`config.mk`:
```
export PLATFORM = sky130hd
export DESIGN_NAME = ethernet_tx_framer
export DESIGN_NICKNAME = d
export VERILOG_FILES = /design/src/rtl/ethernet_tx_framer.sv
export SDC_FILE = /design/constraint.sdc
export NUM_CORES = 1
export LEC_CHECK = 0
export BUFFER_PORTS_ARGS = -buffer_cell sky130_fd_sc_hd__clkbuf_2
export CORE_MARGIN = 5
export CORE_UTILIZATION = 57
export CTS_CLUSTER_SIZE = 40
export DETAILED_ROUTE_END_ITERATION = 16
export PLACE_DENSITY = 0.75
export RECOVER_POWER = 25
export SYNTH_ARGS = -nofsm -noshare
export SYNTH_HDL_FRONTEND = slang
export SYNTH_SLANG_ARGS = --single-unit
export TNS_END_PERCENT = 10
```
`constraint.sdc`:
```
create_clock -name i_clock -period 3.2 [get_ports i_clock]
set_input_delay 0.32 -clock i_clock [delete_from_list [all_inputs] [get_ports i_clock]]
set_output_delay 0.32 -clock i_clock [all_outputs]
set_load 0.05 [all_outputs]
```
`src/rtl/ethernet_tx_framer.sv`:
```
// Transmit Ethernet framer: preamble/SFD, payload, optional zero pad, CRC-32 FCS and inter-frame gap.
// Define ETHERNET_TX_PAD_EN to pad payloads shorter than 60 bytes with zeros before the FCS.

module ethernet_tx_framer #(
   parameter int IFG_BYTES = 12
) (
   input  logic       i_clock,
   input  logic       i_reset_n,
   input  logic [7:0] i_data,
   input  logic       i_valid,
   input  logic       i_last,
   output logic       o_ready,
   output logic [7:0] o_gmii_data,
   output logic       o_gmii_enable,
   output logic       o_gmii_error,
   output logic       o_busy
);

`ifdef ETHERNET_TX_PAD_EN
   localparam bit PAD_EN = 1'b1;
`else
   localparam bit PAD_EN = 1'b0;
`endif

   localparam logic [15:0] MIN_BODY = 16'd60;
   localparam logic [7:0]  IFG_LAST = 8'(IFG_BYTES);
   localparam logic [31:0] CRC_INIT = 32'hFFFF_FFFF;

   typedef enum logic [2:0] {
      S_IDLE,
      S_PREAMBLE,
      S_SFD,
      S_PAYLOAD,
      S_PAD,
      S_FCS,
      S_IFG,
      S_DRAIN
   } state_t;

   state_t      state, state_n;
   logic [2:0]  pre_cnt, pre_cnt_n;
   logic [1:0]  fcs_idx, fcs_idx_n;
   logic [7:0]  ifg_cnt, ifg_cnt_n;
   logic [15:0] byte_cnt, byte_cnt_n;
   logic [31:0] crc, crc_n;
   logic [31:0] fcs_word;
   logic [7:0]  data_n;
   logic        en_n;
   logic        er_n;

   function automatic logic [31:0] crc32_byte(input logic [31:0] c, input logic [7:0] d);
      logic [31:0] r;
      r = c;
      for (int i = 0; i < 8; i++) begin
         r = (r[0] ^ d[i]) ? ((r >> 1) ^ 32'hEDB8_8320) : (r >> 1);
      end
      return r;
   endfunction

   function automatic logic [15:0] sat_inc16(input logic [15:0] v);
      return (v == 16'hFFFF) ? v : v + 16'd1;
   endfunction

   assign o_ready  = (state == S_SFD) || (state == S_PAYLOAD) || (state == S_DRAIN);
   assign o_busy   = (state != S_IDLE);
   assign fcs_word = ~crc;

   // Next-state decode; the GMII byte loaded here appears on the pins in the following cycle
   always_comb begin
      state_n    = state;
      pre_cnt_n  = pre_cnt;
      fcs_idx_n  = fcs_idx;
      ifg_cnt_n  = ifg_cnt;
      byte_cnt_n = byte_cnt;
      crc_n      = crc;
      data_n     = 8'h00;
      en_n       = 1'b0;
      er_n       = 1'b0;
      case (state)
         S_IDLE: begin
            if (i_valid) begin
               state_n    = S_PREAMBLE;
               pre_cnt_n  = 3'd0;
               byte_cnt_n = 16'd0;
               crc_n      = CRC_INIT;
               data_n     = 8'h55;
               en_n       = 1'b1;
            end
         end
         S_PREAMBLE: begin
            en_n = 1'b1;
            if (pre_cnt == 3'd6) begin
               data_n  = 8'hD5;
               state_n = S_SFD;
            end else begin
               data_n    = 8'h55;
               pre_cnt_n = pre_cnt + 3'd1;
            end
         end
         S_SFD, S_PAYLOAD: begin
            en_n = 1'b1;
            if (i_valid) begin
               data_n     = i_data;
               crc_n      = crc32_byte(crc, i_data);
               byte_cnt_n = sat_inc16(byte_cnt);
               if (i_last) begin
                  fcs_idx_n = 2'd0;
                  state_n   = (PAD_EN && (byte_cnt_n < MIN_BODY)) ? S_PAD : S_FCS;
               end else begin
                  state_n = S_PAYLOAD;
               end
            end else begin
               // Source starved mid-frame: poison the frame and swallow the rest of it
               er_n    = 1'b1;
               state_n = S_DRAIN;
            end
         end
         S_PAD: begin
            en_n       = 1'b1;
            crc_n      = crc32_byte(crc, 8'h00);
            byte_cnt_n = sat_inc16(byte_cnt);
            if (byte_cnt_n >= MIN_BODY) begin
               fcs_idx_n = 2'd0;
               state_n   = S_FCS;
            end
         end
         S_FCS: begin
            en_n      = 1'b1;
            fcs_idx_n = fcs_idx + 2'd1;
            case (fcs_idx)
               2'd0:    data_n = fcs_word[7:0];
               2'd1:    data_n = fcs_word[15:8];
               2'd2:    data_n = fcs_word[23:16];
               default: data_n = fcs_word[31:24];
            endcase
            if (fcs_idx == 2'd3) begin
               ifg_cnt_n = 8'd0;
               state_n   = S_IFG;
            end
         end
         S_IFG: begin
            // The final IFG cycle launches the next preamble byte, so the idle gap is exactly IFG_BYTES
            if (ifg_cnt == IFG_LAST) begin
               if (i_valid) begin
                  state_n    = S_PREAMBLE;
                  pre_cnt_n  = 3'd0;
                  byte_cnt_n = 16'd0;
                  crc_n      = CRC_INIT;
                  data_n     = 8'h55;
                  en_n       = 1'b1;
               end else begin
                  state_n = S_IDLE;
               end
            end else begin
               ifg_cnt_n = ifg_cnt + 8'd1;
            end
         end
         S_DRAIN: begin
            if (i_valid && i_last) begin
               ifg_cnt_n = 8'd0;
               state_n   = S_IFG;
            end
         end
         default: state_n = S_IDLE;
      endcase
   end

   // State and registered GMII outputs
   always_ff @(posedge i_clock or negedge i_reset_n) begin
      if (!i_reset_n) begin
         state         <= S_IDLE;
         pre_cnt       <= 3'd0;
         fcs_idx       <= 2'd0;
         ifg_cnt       <= 8'd0;
         byte_cnt      <= 16'd0;
         crc           <= CRC_INIT;
         o_gmii_data   <= 8'h00;
         o_gmii_enable <= 1'b0;
         o_gmii_error  <= 1'b0;
      end else begin
         state         <= state_n;
         pre_cnt       <= pre_cnt_n;
         fcs_idx       <= fcs_idx_n;
         ifg_cnt       <= ifg_cnt_n;
         byte_cnt      <= byte_cnt_n;
         crc           <= crc_n;
         o_gmii_data   <= data_n;
         o_gmii_enable <= en_n;
         o_gmii_error  <= er_n;
      end
   end

endmodule

```
# Word-level counts from Yosys, hierarchy flattened
# Index checks and enable logic that the tools add are counted.
# totals
ff_bits,74
inputBits,12
wordCells,136
# op_classes
add_sub_neg,4
order_cmp,1
n_eq_ne,23
muxes,58
n_bitwise,24
reduce_logical,17
# op_table
cell,count
$mux W32,19
$not A13 Y14,15
$pmux W32 S4,1
$mux W16,4
$pmux W16 S4,1
$mux W8,6
$pmux W8 S3,2
$pmux W8 S5,1
$mux W3,11
$not A32 Y32,1
$pmux W3 S7,1
$ne A2 B2 Y1 const B,9
$add A16 B1 Y16 const B,1
$eq A16 B16 Y1 const B,1
$ge A16 B6 Y1 const B,1
$eq A3 B3 Y1 const B,5
$reduce_bool A3 Y1,4
$pmux W3 S3,1
$add A8 B1 Y8 const B,1
$eq A8 B4 Y1 const B,1
$reduce_and A4 Y1,2
$xor A1 B1 Y1,8
$mux W7,1
$eq A3 B2 Y1 const B,2
other kinds (19),28

# Longest topological paths before layout
# Gate-level depths: netlist (run 1).
# depth
ltp_word,18
depth_mapped,10
ltp_nobuf,9

# Least setup slack after synthesis (run 1)
# No wires, ideal clock.
# synth_timing
path_kind,reg2reg
startpoint,register crc[7]
endpoint,register crc[24]
t_arrival_ns,2.260
slack_ns,0.867
stages_incl_launch_ff,9
path_buffers,1
period_less_slack_ns,2.333
cell_sequence,dfstp_2 > clkbuf_8 > xor2_4 > xnor2_1 > xnor3_2 > xor2_1 > mux2i_1 > a2bb2oi_1 > a21oi_1
# synth_via
elab_chain_cells,12
elab_cells_between_ends,21
cone_classes,mux: 18; bitwise: 3
# synth_lines
item,line,source
"start, declared",45,"logic [31:0] crc, crc_n;"
"start signal, assigned",186,crc <= crc_n;
$mux W32,55,r = (r[0] ^ d[i]) ? ((r >> 1) ^ 32'hEDB8_8320) : (r >> 1);
$not A13 Y14 (no line),--,
$mux W32 (6 in series),55,
$xor A1 B1 Y1,55,
$mux W32,55,
$mux W32,102,if (i_valid) begin
$pmux W32 S4 (*),79,case (state)
# Mark *: on every way between the ends. The rest lies on a longest branch, timed or not. The select of a mux whose other input is x is not followed.
# A chain may end at the register's enable or synchronous reset.

# Final worst setup path (run 1)
# layout_timing
startpoint,register byte_cnt[0]
endpoint,register fcs_idx[0]
# layout_via
elab_chain_cells,5
elab_cells_between_ends,6
cone_classes,add/sub: 1; order compare: 1; eq/ne: 2; mux: 1; reduce/logical: 1
# layout_lines
item,line,source
"start, declared",44,"logic [15:0] byte_cnt, byte_cnt_n;"
"start signal, assigned",185,byte_cnt <= byte_cnt_n;
$add A16 B1 Y16 / $eq A16 B16 Y1 (equally long branches),61,return (v == 16'hFFFF) ? v : v + 16'd1;
$mux W16 (*),61,
$ge A16 B6 Y1 (*),122,if (byte_cnt_n >= MIN_BODY) begin
$ne A2 B2 Y1 (no line) (*),--,
$reduce_and A4 Y1 (no line) (*),--,
"end signal, assigned",183,fcs_idx <= fcs_idx_n;
"end, declared",42,"logic [1:0] fcs_idx, fcs_idx_n;"
# Mark *: on every way between the ends. The rest lies on a longest branch, timed or not.

==> reports/metrics.csv, run 1 <==
stage;metric;value;unit
route;count of nets left with antenna violations after detail routing;0;
hold_path;startpoint of the tightest hold check path;i_data[5];
global_routing;Remaining Overflow, GRT;0;
final_layout;fraction of final layout cells with drive strength greater than 1;0.154;
critical_path;maximum single-stage delay on the critical path;0.56;ns
floorplan;initial core utilization;0.579;
final_layout;area grow syn2layout;7.69;%
synthesis;mean instance size in the synthesized netlist;8.56;sq um
clocking;TritonCTS buffer count;9;
critical_path;Worst Path Arrival;2.95;ns
clocking;Sink Count;74;
final_layout;layout filler cell count;873;
timing;highest attainable clock frequency;375;MHz
synthesis;synth top area cells;dfrtp_1 19%, dfstp_2 15%, xnor2_1 12%, xor2_1 6.0%, a21oi_1 5.1%;
clocking;Max clock buf depth;2;
route;routed wire length per instance;18.6;um
timing;worst slew pin tran;1.82;ns
synthesis;total of flip-flops plus latches after synthesis;74;
synthesis;number of standard cells after synthesis;652;
global_routing;overall fraction of global-route tracks in use;0.266;
critical_path;cell-by-cell trace of the critical path;ha_1 > and3_1 > nand3_1 > or4_1 > a2111oi_2 > a211o_1 > o21a_1;
floorplan;overall die area;11900;sq um
final_layout;antenna diode instance count;0;
critical_path;type of the setup path with the least slack;reg -> reg;
synthesis;portion of netlist area occupied by mux cells;0.00740;
placed_design;final estimated routing congestion in global placement;0.954;
clocking;Skew-Pair Late Insertion Delay;0.35;ns
final_layout;sequential cell area in the final layout;1890;sq um
run_status;status;finished with violations;
route;total routed wirelength;14.9;mm
critical_path;sum of buffers and inverters on the critical path;0;
synthesis;Post-synth EDFFs;0;
job;count of maximum capacitance violations;1;
global_routing;pin count of the biggest net entering global routing;75;
synthesis;Synthesis Warnings;0;
clocking;number of buffers inserted by post-CTS setup repair;0;
floorplan;Chip Width;109;um
hold_path;Hold Path Class;in -> reg;
clocking;hold bufs inserted after CTS;0;
timing;relative slew slack;-0.216;
final_layout;Nets;683;
placed_design;buffers added on ports;23;
critical_path;endpoint required time on the critical path;3.48;ns
timing;Clock Skews;0.0102;ns
synthesis;net count after synthesis;673;
global_routing;vias in the first global route;4766;
hold_path;worst hold path endpoint;o_gmii_data[5];
timing;unrepaired setup endpoints after global routing;false;
route;DRC Markers;0;
clocking;CTS clk-pin slew, worst paths;0.08;ns
synthesis;area share of the largest cell type after synthesis;0.188;
route;drt first pass iters;5;
critical_path;setup slack of the most critical reg-to-reg path;0.54;ns
route;vias after detailed routing;4906;
timing;Hold Worst Slack;0.226;ns
clocking;maximum level of the CTS H-tree;3;
timing;Finish-stage setup viols;0;
floorplan;I/O pin total;24;
hold_path;worst hold path cell count;3;
synthesis;post-synthesis cell area;5580;sq um
timing;shortest period the worst path allows;2.66;ns
floorplan;core box area;9640;sq um
global_routing;antenna violations before repair;0;
critical_path;endpoint of the most critical register-to-register path;fcs_idx[0];
synthesis;fraction of synthesis flops using an asynchronous set or reset pin;1.00;
synthesis;ys flop type;dfrtp_1;
critical_path;Worst Setup Start Kind;flip-flop;
floorplan;# rows;36;
synthesis;proportion of synthesized chip area in sequential cells;0.339;
synthesis;largest family of logic cells by synthesized area;compound AO/OA/AOI/OAI gates;
route;Avg Vias per Cell;6.13;
clocking;post-cts sizing count;0;
critical_path;CP Capture Type;flip-flop;
synthesis;fraction of the mapped netlist area in adder cells;0.0202;
critical_path;critical path's slowest cell;or4_1;
critical_path;Worst R2R Start;byte_cnt[0];
clocking;CTS tree;yes;
timing;Setup TNS;0;ns
timing;ratio of final minimum period to clock period;0.833;
run_status;violated checks;capacitance limit, slew limit;
synthesis;share of the synthesized area in compound gates (AO/OA/AOI/OAI);0.220;
critical_path;worst reg-to-reg path cell count;7;
final_layout;area of the multi-input gates;3450;sq um
timing;pins over their slew limit;75;
placed_design;half-perimeter wire length of the detailed placement result;10.5;mm
route;First DRT Iteration DRCs;311;
synthesis;count of different cell masters after synthesis;65;
synthesis;Post-Synth Simple-Gate Area;0.154;
clocking;Root Buffer Master;clkbuf_8;
global_routing;global-route wire length before repair;24.8;mm
critical_path;critical path fanouts, max;6;
timing;final number of hold-violating endpoints;0;
critical_path;Largest delay share family, worst path;simple AND/OR/NAND/NOR gates;
synthesis;dominant cell type by area after synthesis;dfrtp_1;
floorplan;Die H;109;um
synthesis;XOR/XNOR share of the synthesized area;0.214;
## routing by layer
layer | track usage | part of all wire | vias up
met2 | 0.444 | 0.48 | 169
met4 | 0.110 | 0.029 | 0
met1 | 0.346 | 0.43 | 2376
met3 | 0.0391 | 0.064 | 33
li1 | - | - | 2328
met5 | 0 | 0 | -
## state kept, by name, indices dropped and copies added (netlist names)
signal	count
byte_cnt	16
pre_cnt	3
fcs_idx	2
o_gmii_enable	1
o_gmii_data	8
ifg_cnt	8
state	3
o_gmii_error	1
crc	32
## worst min-delay path: cells and delay by family
kind | cells | cell delay (ns)
buffers and inverters | 1 | 0.11
and+or+nand+nor | 2 | 0.10
## area by class of cell
| class | count | share of cell area |
|---|---|---|
| Multi-Input combinational cell | 522 | 0.574 |
| Sequential cell | 74 | 0.315 |
| Timing Repair Buffer | 39 | 0.0392 |
| Clock buffer | 13 | 0.0317 |
| Tap cell | 133 | 0.0277 |
| Inverter | 16 | 0.0100 |
| Clock inverter | 3 | 0.00312 |
## through the flow
step / util / std cells / setup slack, ns / cell area, sq um
final: 0.623 / 800 / 0.535 / 6010
after global routing: 0.623 / 800 / 0.360 / 6010
after CTS: 0.624 / 800 / 0.544 / 6010
after detailed placement: 0.602 / 784 / 0.565 / 5800
after global placement: 0.602 / 784 / 0.698 / 5800
after floorplan: - / 652 / 0.867 / 5580
## placed cells by master, fill, tap and decap left out, types with 9 or more instances in the layout
master	count
nor2b_1	9
a31oi_1	12
o22ai_1	13
buf_4	16
a21oi_1	57
xor2_1	38
nand3_1	13
and3_1	9
nor3_1	12
inv_1	16
clkbuf_8	12
ha_1	9
o21ai_0	51
clkbuf_2	23
nand2_1	62
xnor2_1	78
dfrtp_1	42
dfstp_2	32
nor2_1	61
## kinds of logic after synthesis
logic type | count (synthesis)
AOI/OAI and AO/OA | 194
xor gates and xnor gates | 125
adders and majority gates | 9
buffers and inverters | 56
DFF | 74
muxes | 4
and+or+nand+nor | 190
## cell usage after synthesis (3+ instances only)
master    instances
nand2b_1          4
o221ai_1          4
o21ai_0          51
nand2_1          62
xnor2_2           6
o21a_1            3
and3_1            9
a211oi_1          5
a21oi_1          57
nor3_1           12
a221o_1           5
o22ai_1          13
mux2i_1           3
buf_4             5
buf_2             4
xnor2_1          78
o311a_1           3
ha_1              9
and2_1            3
a31oi_1          12
dfrtp_1          42
a22oi_1           3
xor2_1           38
clkbuf_1         27
dfstp_2          32
o31ai_1           5
o311ai_0          4
nor2b_1          10
inv_1            16
a211o_1           4
o211ai_1          5
nand3_1          13
nand4_1           6
a41oi_1           3
nor2_1           61
## how the worst max path moves through the flow
stage                     cells past startpoint         from         end
after floorplan                               8       crc[7]     crc[24]
after global placement                        7  byte_cnt[0]  fcs_idx[0]
after detailed placement                      7  byte_cnt[0]  fcs_idx[0]
after CTS                                     7  byte_cnt[0]  fcs_idx[0]
after global routing                          7  byte_cnt[0]  fcs_idx[0]
final                                         7  byte_cnt[0]  fcs_idx[0]
Power of run 1 is not shown: default switching activity piles up to over one toggle a cycle in this logic, so the estimate is an artifact.
==> inputs of run 2 (changes only) <==
==> constraint.sdc (replaced) <==
create_clock -name i_clock -period 2.5 [get_ports i_clock]
set_input_delay 0.25 -clock i_clock [delete_from_list [all_inputs] [get_ports i_clock]]
set_output_delay 0.25 -clock i_clock [all_outputs]
set_load 0.05 [all_outputs]
==> run 2 against run 1 <==
The run still ends with capacitance limit, slew limit left. Sequential share of layout area is 1.4 points lower. Routed wire length is 3.9% higher. Utilization is 3.0 points higher. Clock skew is 0.0045 ns higher. Final area is 4.9% higher. Register-to-register slack worse by 0.39 ns. Flip-flop and latch count stayed put. Hold slack worse by 0.092 ns. Maximum frequency is 13% higher. Worst setup slack worse by 0.39 ns. First-iteration DRC count is 7.4% higher. Die area stayed put. Largest cell class unchanged.
==> reports/metrics.csv, run 2 (synthesis gave the netlist of run 1 again) <==
stage;metric;value;unit;change
floorplan;Chip Width;109;um;unchanged
route;DRC Markers;0;;unchanged
final_layout;most used cells in the layout excluding fill and tap cells;78 x xnor2_1, 62 x nand2_1, 61 x nor2_1, 57 x a21oi_1, 51 x o21ai_0;;
floorplan;overall die area;11900;sq um;unchanged
clocking;CTS tree;yes;;
final_layout;area of the multi-input gates;3480;sq um;+0.87%
clocking;hold bufs inserted after CTS;0;;unchanged
final_layout;most common cell after layout, fill and taps aside;xnor2_1;;
clocking;Max clock buf depth;2;;unchanged
route;First DRT Iteration DRCs;334;;+7.4%
timing;worst slew pin tran;1.86;ns;+0.0354 ns
job;count of maximum capacitance violations;1;;unchanged
timing;ratio of final minimum period to clock period;0.940;;+0.108
global_routing;Remaining Overflow, GRT;0;;unchanged
final_layout;largest registers;crc (32), byte_cnt (16);;
route;total routed wirelength;15.5;mm;+3.9%
timing;Worst Setup Slack, final;0.149;ns;-0.386 ns
critical_path;CP Capture Type;flip-flop;;
route;vias after detailed routing;5089;;+3.7%
timing;pins over their slew limit;75;;unchanged
global_routing;antenna violations before repair;0;;unchanged
power_and_ir_drop;static leakage power;2.58;nW;
final_layout;antenna diode instance count;0;;unchanged
critical_path;Worst Path Arrival;2.61;ns;-0.34 ns
clocking;Sink Count;74;;unchanged
route;Avg Vias per Cell;6.13;;about the same
floorplan;Die H;109;um;unchanged
clocking;maximum level of the CTS H-tree;3;;unchanged
placed_design;post-place setup slack;0.0451;ns;-0.520 ns
route;routed wire length per instance;18.6;um;+0.18%
critical_path;critical path fanouts, max;8;;+2
floorplan;# rows;36;;unchanged
final_layout;layout filler cell count;818;;-6.3%
floorplan;initial core utilization;0.579;;unchanged
critical_path;endpoint required time on the critical path;2.76;ns;-0.72 ns
timing;shortest period the worst path allows;2.35;ns;-0.314 ns
clocking;Root Buffer Master;clkbuf_8;;
placed_design;final estimated routing congestion in global placement;0.993;;+4.1%
global_routing;pin count of the biggest net entering global routing;75;;unchanged
power_and_ir_drop;PD cells;1760;nW/um^2;
route;drt first pass iters;7;;+2
timing;highest attainable clock frequency;425;MHz;+13%
clocking;TritonCTS buffer count;9;;unchanged
timing;final number of hold-violating endpoints;0;;unchanged
placed_design;half-perimeter wire length of the detailed placement result;10.9;mm;+4.0%
floorplan;core box area;9640;sq um;unchanged
global_routing;overall fraction of global-route tracks in use;0.276;;+0.00919
critical_path;type of the setup path with the least slack;reg -> reg;;
timing;relative slew slack;-0.239;;-0.0236
timing;Finish-stage setup viols;0;;unchanged
floorplan;I/O pin total;24;;unchanged
final_layout;Nets;713;;+4.4%
final_layout;final core utilization;0.654;;+0.0302
power_and_ir_drop;peak ir drop on the vdd network;0.000963;V;
clocking;CTS clk-pin slew, worst paths;0.09;ns;about the same
run_status;status;finished with violations;;
final_layout;most flop-heavy register;crc;;
hold_path;Hold Path Class;in -> reg;;
global_routing;vias in the first global route;4970;;+4.3%
final_layout;area grow syn2layout;12.9;%;
timing;Clock Skews;0.0147;ns;+0.00450 ns
placed_design;buffers added on ports;23;;unchanged
timing;Setup TNS;0;ns;unchanged
critical_path;Worst Setup Start Kind;flip-flop;;
global_routing;global-route wire length before repair;25.3;mm;+2.3%
run_status;violated checks;capacitance limit, slew limit;;
clocking;Skew-Pair Late Insertion Delay;0.37;ns;+0.02 ns
final_layout;fraction of final layout cells with drive strength greater than 1;0.199;;+0.0450
final_layout;sequential cell area in the final layout;1890;sq um;+0.13%
route;count of nets left with antenna violations after detail routing;0;;unchanged
final_layout;number of flip-flops under the largest register name;32;;unchanged
-- run 2: cell count changes in the layout (fill, tap and decap cells not counted), sizes merged --
cell,previous run,this run
buf,16,46
bufinv,0,3
clkbuf,36,33
clkinv,3,1
clkinvlp,0,1
inv,16,17
-- run 2: repair_timing --
action                                  in CTS  in global routing
gates resized for setup                      0                  8
buffers inserted                             0                  1
endpoints found under the setup margin       0                  5
-- run 2: per-layer routing --
metal,global-route usage,share of wire,vias up
li1,-,-,2385
met1,0.361,0.42,2463
met2,0.444,0.48,204
met3,0.0456,0.070,37
met4,0.131,0.031,0
met5,0,0,-
-- run 2: report_power, final --
part	switching [mW]	internal (mW)	leakage, nW
Sequential	0.536	1.81	0.890
Combinational	4.23	3.37	1.58
Clock	0.491	0.669	0.117
Total	5.26	5.85	2.58
-- run 2: layout make-up --
| cell class | instances | area share |
|---|---|---|
| clock inverters | 6 | 0.0183 |
| well taps | 133 | 0.0264 |
| clock buffers | 10 | 0.0203 |
| repair buffers | 69 | 0.0731 |
| flip-flops and latches | 74 | 0.301 |
| inverters | 16 | 0.00953 |
| multi-input cells | 522 | 0.552 |
-- run 2: critical path: stages, from the launching register on --
cell	delay, ns
dfrtp_1	0.46
and3_1	0.26
nand3_1	0.21
o41a_1	0.39
a31oi_1	0.34
a2111oi_4	0.08
buf_4	0.16
a211o_1	0.26
o21a_1	0.10
-- run 2: worst paths after layout --
check / startpoint / to / slack, ns / cells past startpoint
setup / recovery: byte_cnt[13] / fcs_idx[0] / 0.15 / 8
hold / removal: i_data[5] / o_gmii_data[5] / 0.13 / 3
setup reg to reg: byte_cnt[13] / fcs_idx[0] / 0.15 / 8
hold reg to reg: crc[15] / crc[15] / 0.49 / 2
max in group asynchronous: i_reset_n / byte_cnt[9] / 0.86 / 1
min in group asynchronous: i_reset_n / o_gmii_data[4] / 0.38 / 1
-- run 2: stage by stage --
stage	cell area [sq um]	total power, mW	hold WS, ns	std cells
2_1_floorplan	5580	7.96	-0.0456	652
3_3_place_gp	6020	9.63	0.449	813
3_5_place_dp	6020	9.81	0.454	813
4_1_cts	6260	11.0	0.0652	829
5_1_grt	6300	11.9	0.137	830
6_report	6300	11.1	0.134	830
No activity file was read; power rests on OpenSTA's default activity.
==> inputs of run 3 (changes only) <==
--- a/config.mk
+++ b/config.mk
@@ -5,12 +5,12 @@
 export SDC_FILE = /design/constraint.sdc
 export NUM_CORES = 1
 export LEC_CHECK = 0
-export BUFFER_PORTS_ARGS = -buffer_cell sky130_fd_sc_hd__clkbuf_2
 export CORE_MARGIN = 5
 export CORE_UTILIZATION = 57
 export CTS_CLUSTER_SIZE = 40
 export DETAILED_ROUTE_END_ITERATION = 16
-export PLACE_DENSITY = 0.75
+export DONT_BUFFER_PORTS = 1
+export PLACE_DENSITY = 0.72
 export RECOVER_POWER = 25
 export SYNTH_ARGS = -nofsm -noshare
 export SYNTH_HDL_FRONTEND = slang
==> run 3 against run 2 <==
The run still ends with capacitance limit, slew limit left. Flip-flop and latch count stayed put. Global-route usage increased by 0.64 points. Sequential power rose by 7%. Maximum frequency shrank 3.1%. Via count fell by 0.55%. Routed wire length rose by 2.9%. Largest power group unchanged. Highest routed layer unchanged.
==> reports/metrics.csv, run 3 (synthesis gave the netlist of run 1 again) <==
stage;metric;value;unit;change
global_routing;pin count of the biggest net entering global routing;75;;unchanged
route;routed wire length per instance;19.6;um;+5.3%
global_routing;overall fraction of global-route tracks in use;0.282;;+0.00640
floorplan;core box area;9640;sq um;unchanged
timing;pins over their slew limit;75;;unchanged
power_and_ir_drop;static leakage power;2.47;nW;-4.5%
clocking;CTS tree;yes;;
critical_path;CP Capture Type;flip-flop;;
power_and_ir_drop;PD cells;1750;nW/um^2;-0.84%
final_layout;Nets;694;;-2.7%
floorplan;Chip Width;109;um;unchanged
final_layout;number of flip-flops under the largest register name;32;;unchanged
hold_path;worst hold path cell count;1;;-2
run_status;violated checks;capacitance limit, slew limit;;
timing;Worst Setup Slack, final;0.0736;ns;-0.0757 ns
placed_design;buffers added on ports;0;;-100%
job;count of maximum capacitance violations;1;;unchanged
timing;relative slew slack;-0.108;;+0.132
timing;Hold Worst Slack;0.0168;ns;-0.117 ns
timing;ratio of final minimum period to clock period;0.971;;+0.0303
critical_path;Worst Setup Start Kind;flip-flop;;
clocking;Root Buffer Master;clkbuf_8;;
timing;Clock Skews;0.00899;ns;-0.00574 ns
clocking;CTS clk-pin slew, worst paths;0.09;ns;about the same
critical_path;Worst R2R Start;byte_cnt[1];;
hold_path;startpoint of the tightest hold check path;i_data[2];;
final_layout;fraction of final layout cells with drive strength greater than 1;0.173;;-0.0269
timing;Finish-stage setup viols;0;;unchanged
critical_path;endpoint required time on the critical path;2.81;ns;+0.05 ns
hold_path;Hold Path Class;in -> reg;;
route;Avg Vias per Cell;6.24;;+1.8%
run_status;status;finished with violations;;
critical_path;type of the setup path with the least slack;reg -> reg;;
clocking;Sink Count;74;;unchanged
critical_path;critical path fanouts, max;6;;-2
clocking;maximum level of the CTS H-tree;3;;unchanged
critical_path;crit path launch;byte_cnt[1];;
route;First DRT Iteration DRCs;317;;-5.1%
floorplan;# rows;36;;unchanged
final_layout;most common cell after layout, fill and taps aside;xnor2_1;;
route;vias after detailed routing;5061;;-0.55%
global_routing;global-route wire length before repair;25.7;mm;+1.4%
clocking;Skew-Pair Late Insertion Delay;0.37;ns;about the same
clocking;Max clock buf depth;2;;unchanged
timing;highest attainable clock frequency;412;MHz;-3.1%
route;count of nets left with antenna violations after detail routing;0;;unchanged
final_layout;most used cells in the layout excluding fill and tap cells;78 x xnor2_1, 62 x nand2_1, 61 x nor2_1, 57 x a21oi_1, 51 x o21ai_0;;
floorplan;overall die area;11900;sq um;unchanged
power_and_ir_drop;peak ir drop on the vdd network;0.000678;V;-30%
critical_path;setup slack of the most critical reg-to-reg path;0.07;ns;-0.08 ns
critical_path;worst reg-to-reg path cell count;8;;unchanged
floorplan;initial core utilization;0.579;;unchanged
final_layout;layout filler cell count;844;;+3.2%
clocking;TritonCTS buffer count;9;;unchanged
placed_design;half-perimeter wire length of the detailed placement result;11.0;mm;+1.2%
global_routing;vias in the first global route;4909;;-1.2%
global_routing;Remaining Overflow, GRT;0;;unchanged
floorplan;Die H;109;um;unchanged
global_routing;antenna violations before repair;0;;unchanged
critical_path;Worst Path Arrival;2.74;ns;+0.13 ns
floorplan;I/O pin total;24;;unchanged
timing;worst slew pin tran;1.66;ns;-0.197 ns
critical_path;endpoint of the most critical register-to-register path;fcs_idx[0];;
placed_design;post-place setup slack;-0.0517;ns;-0.0968 ns
final_layout;most flop-heavy register;crc;;
hold_path;worst hold path endpoint;o_gmii_data[2];;
route;drt first pass iters;5;;-2
placed_design;final estimated routing congestion in global placement;0.945;;-4.8%
final_layout;area grow syn2layout;10.7;%;
final_layout;largest registers;crc (32), byte_cnt (16);;
timing;shortest period the worst path allows;2.43;ns;+0.0757 ns
route;DRC Markers;0;;unchanged
final_layout;antenna diode instance count;0;;unchanged
route;total routed wirelength;15.9;mm;+2.9%
timing;final number of hold-violating endpoints;0;;unchanged
run 3: changes by cell type in the layout (fill, tap and decap cells not counted), sizes merged:
cell,delta
clkinv,+2
buf,-2
bufinv,-3
clkinvlp,+1
dlygate4sd3,+6
clkbuf,-23
run 3: critical path: stages (launching register included):
cell and delay [ns]:
dfrtp_1 0.41, ha_2 0.26, and3_1 0.22, nand3_2 0.15, or4_4 0.54, a2111oi_4 0.37, buf_4 0.20, a211o_1 0.10
o21a_1 0.11
run 3: timing repair:
action	in CTS	in global routing
gates resized for setup	2	9
endpoints found under the hold margin	79	0
buffers inserted	0	1
setup endpoints to repair	3	5
hold buffers	7	0
cloned	0	0
run 3: cell type report:
class	count	area (sq um)	share of cell area
well taps	133	166	0.0269
clock inverters	6	42.5	0.00689
multi-input cells	522	3500	0.566
clock buffers	10	128	0.0207
flip-flops and latches	74	1890	0.307
inverters	16	60.1	0.00972
repair buffers	50	388	0.0628
run 3: metrics by stage:
stage / instances / power [mW] / area, sq um / setup TNS [ns] / utilization
6_report: 811 / 10.8 / 6180 / 0 / 0.641
5_1_grt: 811 / 11.6 / 6180 / -0.0208 / 0.641
4_1_cts: 810 / 10.7 / 6150 / 0 / 0.638
3_5_place_dp: 787 / 9.71 / 5880 / -0.0517 / 0.610
3_3_place_gp: 787 / 9.52 / 5880 / 0 / 0.610
2_1_floorplan: 652 / 7.96 / 5580 / 0 / -
run 3: worst max-delay path by stage:
stage	to	slack, ns	cells after the start
2_1_floorplan	crc[24]	0.17	8
3_3_place_gp	fcs_idx[0]	0.11	8
3_5_place_dp	fcs_idx[0]	-0.05	8
4_1_cts	fcs_idx[0]	0.01	8
5_1_grt	fcs_idx[0]	-0.02	8
6_report	fcs_idx[0]	0.07	8
run 3: routing by layer:
| metal | global-route usage | part of all wire | up-vias |
|---|---|---|---|
| li1 | - | - | 2336 |
| met1 | 0.350 | 0.41 | 2455 |
| met2 | 0.457 | 0.48 | 220 |
| met3 | 0.0598 | 0.067 | 50 |
| met4 | 0.154 | 0.043 | 0 |
| met5 | 0 | 0 | - |
run 3: power by group:
part	leakage (nW)	internal (mW)	switching [mW]
Combinational	1.49	3.31	4.13
Sequential	0.890	1.81	0.703
Clock	0.0827	0.362	0.502
Total	2.47	5.48	5.33
